**src/rtl/chs_actuator_ctrl.sv**
```systemverilog
// Ramps applied power one level at a time toward a {power, mode} request and drives heater/cooler PWM.
// Requests accepted in IDLE only; define CHS_RETARGET_EN to also accept retargets during RAMP.
module chs_actuator_ctrl #(
  parameter int RAMP_DIV  = 4,
  parameter int DEAD_TIME = 8
) (
  input  logic       clk,
  input  logic       rst_n,
  input  logic       chs_valid,
  output logic       chs_ready,
  input  logic [3:0] chs_power,
  input  logic       chs_mode,
  output logic [3:0] act_power,
  output logic       act_mode,
  output logic       heat_pwm,
  output logic       cool_pwm,
  output logic       busy
);

  typedef enum logic [1:0] {IDLE, RAMP, DRAIN, DEAD} state_e;

  localparam logic [7:0] RAMP_LAST = 8'(RAMP_DIV - 1);
  localparam logic [7:0] DEAD_LAST = 8'(DEAD_TIME - 1);
  localparam logic [3:0] PWR_MAX   = 4'd8;

  state_e     state_q, state_d;
  logic [3:0] act_power_q, act_power_d;
  logic [3:0] tgt_power_q, tgt_power_d;
  logic       act_mode_q, act_mode_d;
  logic       tgt_mode_q, tgt_mode_d;
  logic [7:0] cnt_q, cnt_d;
  logic [2:0] slot_q;
  logic       accept;
  logic       slot_on;
  logic [3:0] req_power;
  logic [3:0] ramp_tgt;

`ifdef CHS_RETARGET_EN
  assign chs_ready = (state_q == IDLE) || (state_q == RAMP);
`else
  assign chs_ready = (state_q == IDLE);
`endif

  assign accept    = chs_valid && chs_ready;
  assign req_power = (chs_power > PWR_MAX) ? PWR_MAX : chs_power;

  always_comb begin
    state_d     = state_q;
    act_power_d = act_power_q;
    act_mode_d  = act_mode_q;
    tgt_power_d = tgt_power_q;
    tgt_mode_d  = tgt_mode_q;
    cnt_d       = cnt_q;
    ramp_tgt    = tgt_power_q;
    case (state_q)
      IDLE: begin
        if (accept) begin
          tgt_power_d = req_power;
          tgt_mode_d  = chs_mode;
          cnt_d       = '0;
          if (chs_mode != act_mode_q) begin
            state_d = (act_power_q != 4'd0) ? DRAIN : DEAD;
          end else if (req_power != act_power_q) begin
            state_d = RAMP;
          end
        end
      end
      RAMP: begin
`ifdef CHS_RETARGET_EN
        // A retarget keeps the step counter running so the ramp cadence is not disturbed.
        if (accept) begin
          tgt_power_d = req_power;
          tgt_mode_d  = chs_mode;
          ramp_tgt    = req_power;
        end
        if (accept && (chs_mode != act_mode_q)) begin
          state_d = (act_power_q != 4'd0) ? DRAIN : DEAD;
          cnt_d   = '0;
        end else
`endif
        if (ramp_tgt == act_power_q) begin
          state_d = IDLE;
          cnt_d   = '0;
        end else if (cnt_q >= RAMP_LAST) begin
          act_power_d = (ramp_tgt > act_power_q) ? act_power_q + 4'd1 : act_power_q - 4'd1;
          cnt_d       = '0;
          if (act_power_d == ramp_tgt) state_d = IDLE;
        end else begin
          cnt_d = cnt_q + 8'd1;
        end
      end
      DRAIN: begin
        if (act_power_q == 4'd0) begin
          state_d = DEAD;
          cnt_d   = '0;
        end else if (cnt_q >= RAMP_LAST) begin
          act_power_d = act_power_q - 4'd1;
          cnt_d       = '0;
          if (act_power_q == 4'd1) state_d = DEAD;
        end else begin
          cnt_d = cnt_q + 8'd1;
        end
      end
      DEAD: begin
        if (cnt_q >= DEAD_LAST) begin
          act_mode_d = tgt_mode_q;
          cnt_d      = '0;
          state_d    = (tgt_power_q != 4'd0) ? RAMP : IDLE;
        end else begin
          cnt_d = cnt_q + 8'd1;
        end
      end
    endcase
  end

  always_ff @(posedge clk) begin
    if (!rst_n) begin
      state_q     <= IDLE;
      act_power_q <= '0;
      act_mode_q  <= 1'b0;
      tgt_power_q <= '0;
      tgt_mode_q  <= 1'b0;
      cnt_q       <= '0;
      slot_q      <= '0;
    end else begin
      state_q     <= state_d;
      act_power_q <= act_power_d;
      act_mode_q  <= act_mode_d;
      tgt_power_q <= tgt_power_d;
      tgt_mode_q  <= tgt_mode_d;
      cnt_q       <= cnt_d;
      slot_q      <= slot_q + 3'd1;
    end
  end

  // PWM is decoded from registers only; the dead-time gate keeps both actuators off across a mode flip.
  assign slot_on   = ({1'b0, slot_q} < act_power_q) && (state_q != DEAD);
  assign heat_pwm  = act_mode_q & slot_on;
  assign cool_pwm  = ~act_mode_q & slot_on;
  assign act_power = act_power_q;
  assign act_mode  = act_mode_q;
  assign busy      = (state_q != IDLE);

endmodule

```
**config.mk**
```make
export PLATFORM = sky130hd
export DESIGN_NAME = chs_actuator_ctrl
export DESIGN_NICKNAME = d
export VERILOG_FILES = /design/src/rtl/chs_actuator_ctrl.sv
export SDC_FILE = /design/constraint.sdc
export NUM_CORES = 1
export LEC_CHECK = 0
export BUFFER_PORTS_ARGS = -buffer_cell sky130_fd_sc_hd__buf_2
export CORE_ASPECT_RATIO = 0.75
export CORE_MARGIN = 2
export CORE_UTILIZATION = 52
export DETAILED_ROUTE_END_ITERATION = 6
export GPL_TIMING_DRIVEN = 0
export PLACE_DENSITY = 0.75
export REMOVE_ABC_BUFFERS = 1
export SYNTH_ARGS = -nofsm -noshare
export SYNTH_HDL_FRONTEND = slang
export SYNTH_SLANG_ARGS = --single-unit
```
**constraint.sdc**
```tcl
create_clock -name clk -period 2.3 [get_ports clk]
set_input_delay 0.23 -clock clk [delete_from_list [all_inputs] [get_ports clk]]
set_output_delay 0.23 -clock clk [all_outputs]
set_load 0.005 [all_outputs]
```
==> flow_metrics.env <==
export IMPL_avgViaCountPerCell=5.618
export IMPL_grt_overflow=0
export IMPL_cp_start_kind="register"
export IMPL_die_area_sq_um=3294
export IMPL_wl_per_cell_um=15.20
export IMPL_reg2reg_depth=8
export IMPL_async_reset_ff_frac=0
export IMPL_clockBufferDepth=2
export IMPL_start_util=0.5559
export IMPL_r2r_start="ramp_tgt[0]"
export IMPL_power_density_nw_per_um2=724.6
export IMPL_num_vias=1354
export IMPL_hpwl_um=2555
export IMPL_synthTopCellsByCount="23 x dfxtp_1, 23 x nor2_1, 22 x nand2_1"
export IMPL_die_w_um=65.61
export IMPL_drtAntennaViolNets=0
export IMPL_worst_hold_path_num_cells=3
export IMPL_ir_drop_v=0.0005946
export IMPL_cts_sinks=23
export IMPL_place_congestion=0.8867
export IMPL_maxCapViolations=0
export IMPL_routed_wl_um=3664
export IMPL_antenna_found_initial=0
export IMPL_io_buffer_count=16
export IMPL_setup_ws_ns=0.07708
export IMPL_n_fill_cell=213
export IMPL_yosysTopAreaCellShare=0.3111
export IMPL_pre_cts_ws_ns=-0.2521
export IMPL_status="completed"
export IMPL_synthTopCellsByArea="dfxtp_1 31%, ha_1 9.3%, nor2_1 5.8%"
export IMPL_drive_above_1_share=0.2878
export IMPL_ys_seq_elements=23
export IMPL_num_antenna_cells=0
export IMPL_syn_inst=181
export IMPL_clock_skew_ns=0.007856
export IMPL_synth_edf_count=0
export IMPL_crit_path_top_delay_cell="dfxtp_2"
export IMPL_p_leak_nw=0.7542
export IMPL_die_h_um=50.21
export IMPL_cts_buffers=3
export IMPL_setup_viol=0
export IMPL_post_route_util=0.6842
export IMPL_register_area_sq_um=479.2
export IMPL_rsz0062_at_grt="no"
export IMPL_grt_use_total=0.2304
export IMPL_cp_required_ns=2.47
export IMPL_hp_start="chs_mode"
export IMPL_hold_class="input port to register"
export IMPL_syn2layout_area_growth_pct=23.08
export IMPL_critPathCaptureType="register"
export IMPL_max_stage_delay_ns=0.36
export IMPL_multiInputGateArea_sq_um=1067
export IMPL_initialDrtViolationCount=60
export IMPL_dr_pass1_iters=4
export IMPL_whs_ns=0.2111
export IMPL_synth_ff_type="dfxtp_1"
export IMPL_whs_endpoint="tgt_mode_q"
export IMPL_grt_pass1_vias=1208
export IMPL_worstMarginPinSlew_ns=0.7700
export IMPL_r2r_setup_slack_ns=0.08
export IMPL_grt_pass1_wl_um=5851
export IMPL_max_freq_mhz=449.9
export IMPL_slew_headroom=0.4848
export IMPL_placed_cells=229
export IMPL_core_area_sq_um=2663
export IMPL_ioPinCount=17
export IMPL_num_nets_final=225
export IMPL_synth_top_area_cell="dfxtp_1"
export IMPL_stdcell_count=241
export IMPL_fin_crit_sh=0.9665
export IMPL_grt_max_degree=17
export IMPL_timing_rr_end="state_q[0]"
export IMPL_drc=0
export IMPL_hold_viol_final=0
export IMPL_cts_hold_buffers=0
export IMPL_ys_seq_area_frac=0.3111
export IMPL_finalMaxSlewViolations=0
export IMPL_fin_crit_ns=2.223
export IMPL_cts_root_buf="clkbuf_8"
export IMPL_insertion_delay_ns=0.28
export IMPL_synthesis_area_sq_um=1480
export IMPL_cp_cell_sequence="inv_1 -> ha_1 -> nand4_1 -> a21boi_4 -> mux2i_1 -> xnor2_1 -> o31a_1 -> o221a_1"
export IMPL_num_rows=16
export IMPL_critPathKind="register to register"
export IMPL_cts_tree="yes"
export IMPL_path_clk_slew_ns=0.09
export IMPL_h_tree_depth=1
export IMPL_worstPathMaxFanout=5
export IMPL_startpoint="ramp_tgt[0]"
export IMPL_worst_ep_arrival_time_ns=2.40
export IMPL_synth_avg_cell_area_sq_um=8.178
export IMPL_synth_distinct_cells=42
export IMPL_ys_warn_count=0
==> per-layer routing <==
layer  vias to the layer above  global-route usage  part of all wire
met4                         0             0.04167            0.0055
met2                        36              0.3503              0.45
met3                         5             0.04709             0.048
met1                       635              0.3403              0.49
met5                         -                   0                 0
li1                        678                   -                 -
==> state kept, by name, indices dropped and copies added (netlist names) <==
register	flops
act_mode	1
ramp_tgt	4
state_q	2
tgt_mode_q	1
act_power	4
cnt_q	8
slot_q	3
==> critical path, delay by kind of cell (launching register included) <==
family	cells	cell delay [ns]
compound gates	3	0.81
xor+xnor	1	0.11
fa+ha+maj	1	0.29
buf+inv	1	0.06
flops	1	0.36
mux	1	0.25
simple gates	1	0.23
==> layout make-up <==
type	instances	area share
multi-input cells	143	0.5858
flip-flops and latches	23	0.2630
repair buffers	24	0.07692
well taps	36	0.02473
clock buffers	3	0.02266
inverters	11	0.02266
clock inverters	1	0.004121
==> worst max path at each step <==
stage            endpoint  depth (start not counted)
3_5_place_dp   state_q[0]                          8
2_1_floorplan  state_q[0]                          9
5_1_grt        state_q[0]                          9
6_report       state_q[0]                          8
3_3_place_gp   state_q[0]                          8
4_1_cts        state_q[0]                          7
==> cells by family after synthesis <==
family,synth area share
fa+ha+maj,0.09298
simple gates,0.2654
buf+inv,0.04395
mux,0.03466
compound gates,0.1809
flops,0.3111
xor+xnor,0.07101
==> what timing repair did <==
item	in CTS	in global routing
setup endpoints to repair	4	4
pin swaps	4	8
endpoints found under the hold margin	0	0
gates resized for setup	18	13
buffers inserted	3	5
==> power by group <==
group          leakage [nW]  total [mW]  internal (mW)  switching (mW)
Combinational         0.541       0.555          0.262           0.293
Clock                0.0217       0.269          0.123           0.146
Sequential            0.191       0.496          0.429          0.0670
==> layout by cell type (no fill, tap or decap), types with 2 or more instances in the layout <==
| master | instances |
|---|---|
| nand2_1 | 22 |
| ha_1 | 7 |
| a211oi_2 | 2 |
| and3_1 | 3 |
| nor2_1 | 23 |
| clkbuf_8 | 3 |
| o21ai_0 | 5 |
| xor2_1 | 4 |
| nand4_1 | 3 |
| inv_2 | 3 |
| nand3_1 | 6 |
| mux2i_1 | 4 |
| nor2b_1 | 2 |
| and2_1 | 3 |
| a22oi_1 | 2 |
| a21oi_1 | 13 |
| inv_1 | 8 |
| dfxtp_2 | 3 |
| ha_4 | 4 |
| dfxtp_1 | 16 |
| dfxtp_4 | 4 |
| a21o_1 | 2 |
| xnor2_1 | 8 |
| buf_2 | 16 |
| a21oi_2 | 2 |
| nand3b_1 | 3 |
| nor3_1 | 3 |
| buf_4 | 8 |
| nand3_2 | 2 |
==> through the flow <==
step                      instance area [sq um]  power [mW]  setup TNS, ns
final                                      1822       1.320              0
after floorplan                            1456      0.8192              0
after detailed placement                   1582      0.9345        -0.6942
after CTS                                  1713       1.238              0
after global placement                     1582      0.9158        -0.5419
after global routing                       1822       1.398              0
Note: power is estimated with default switching activity, not from simulation.
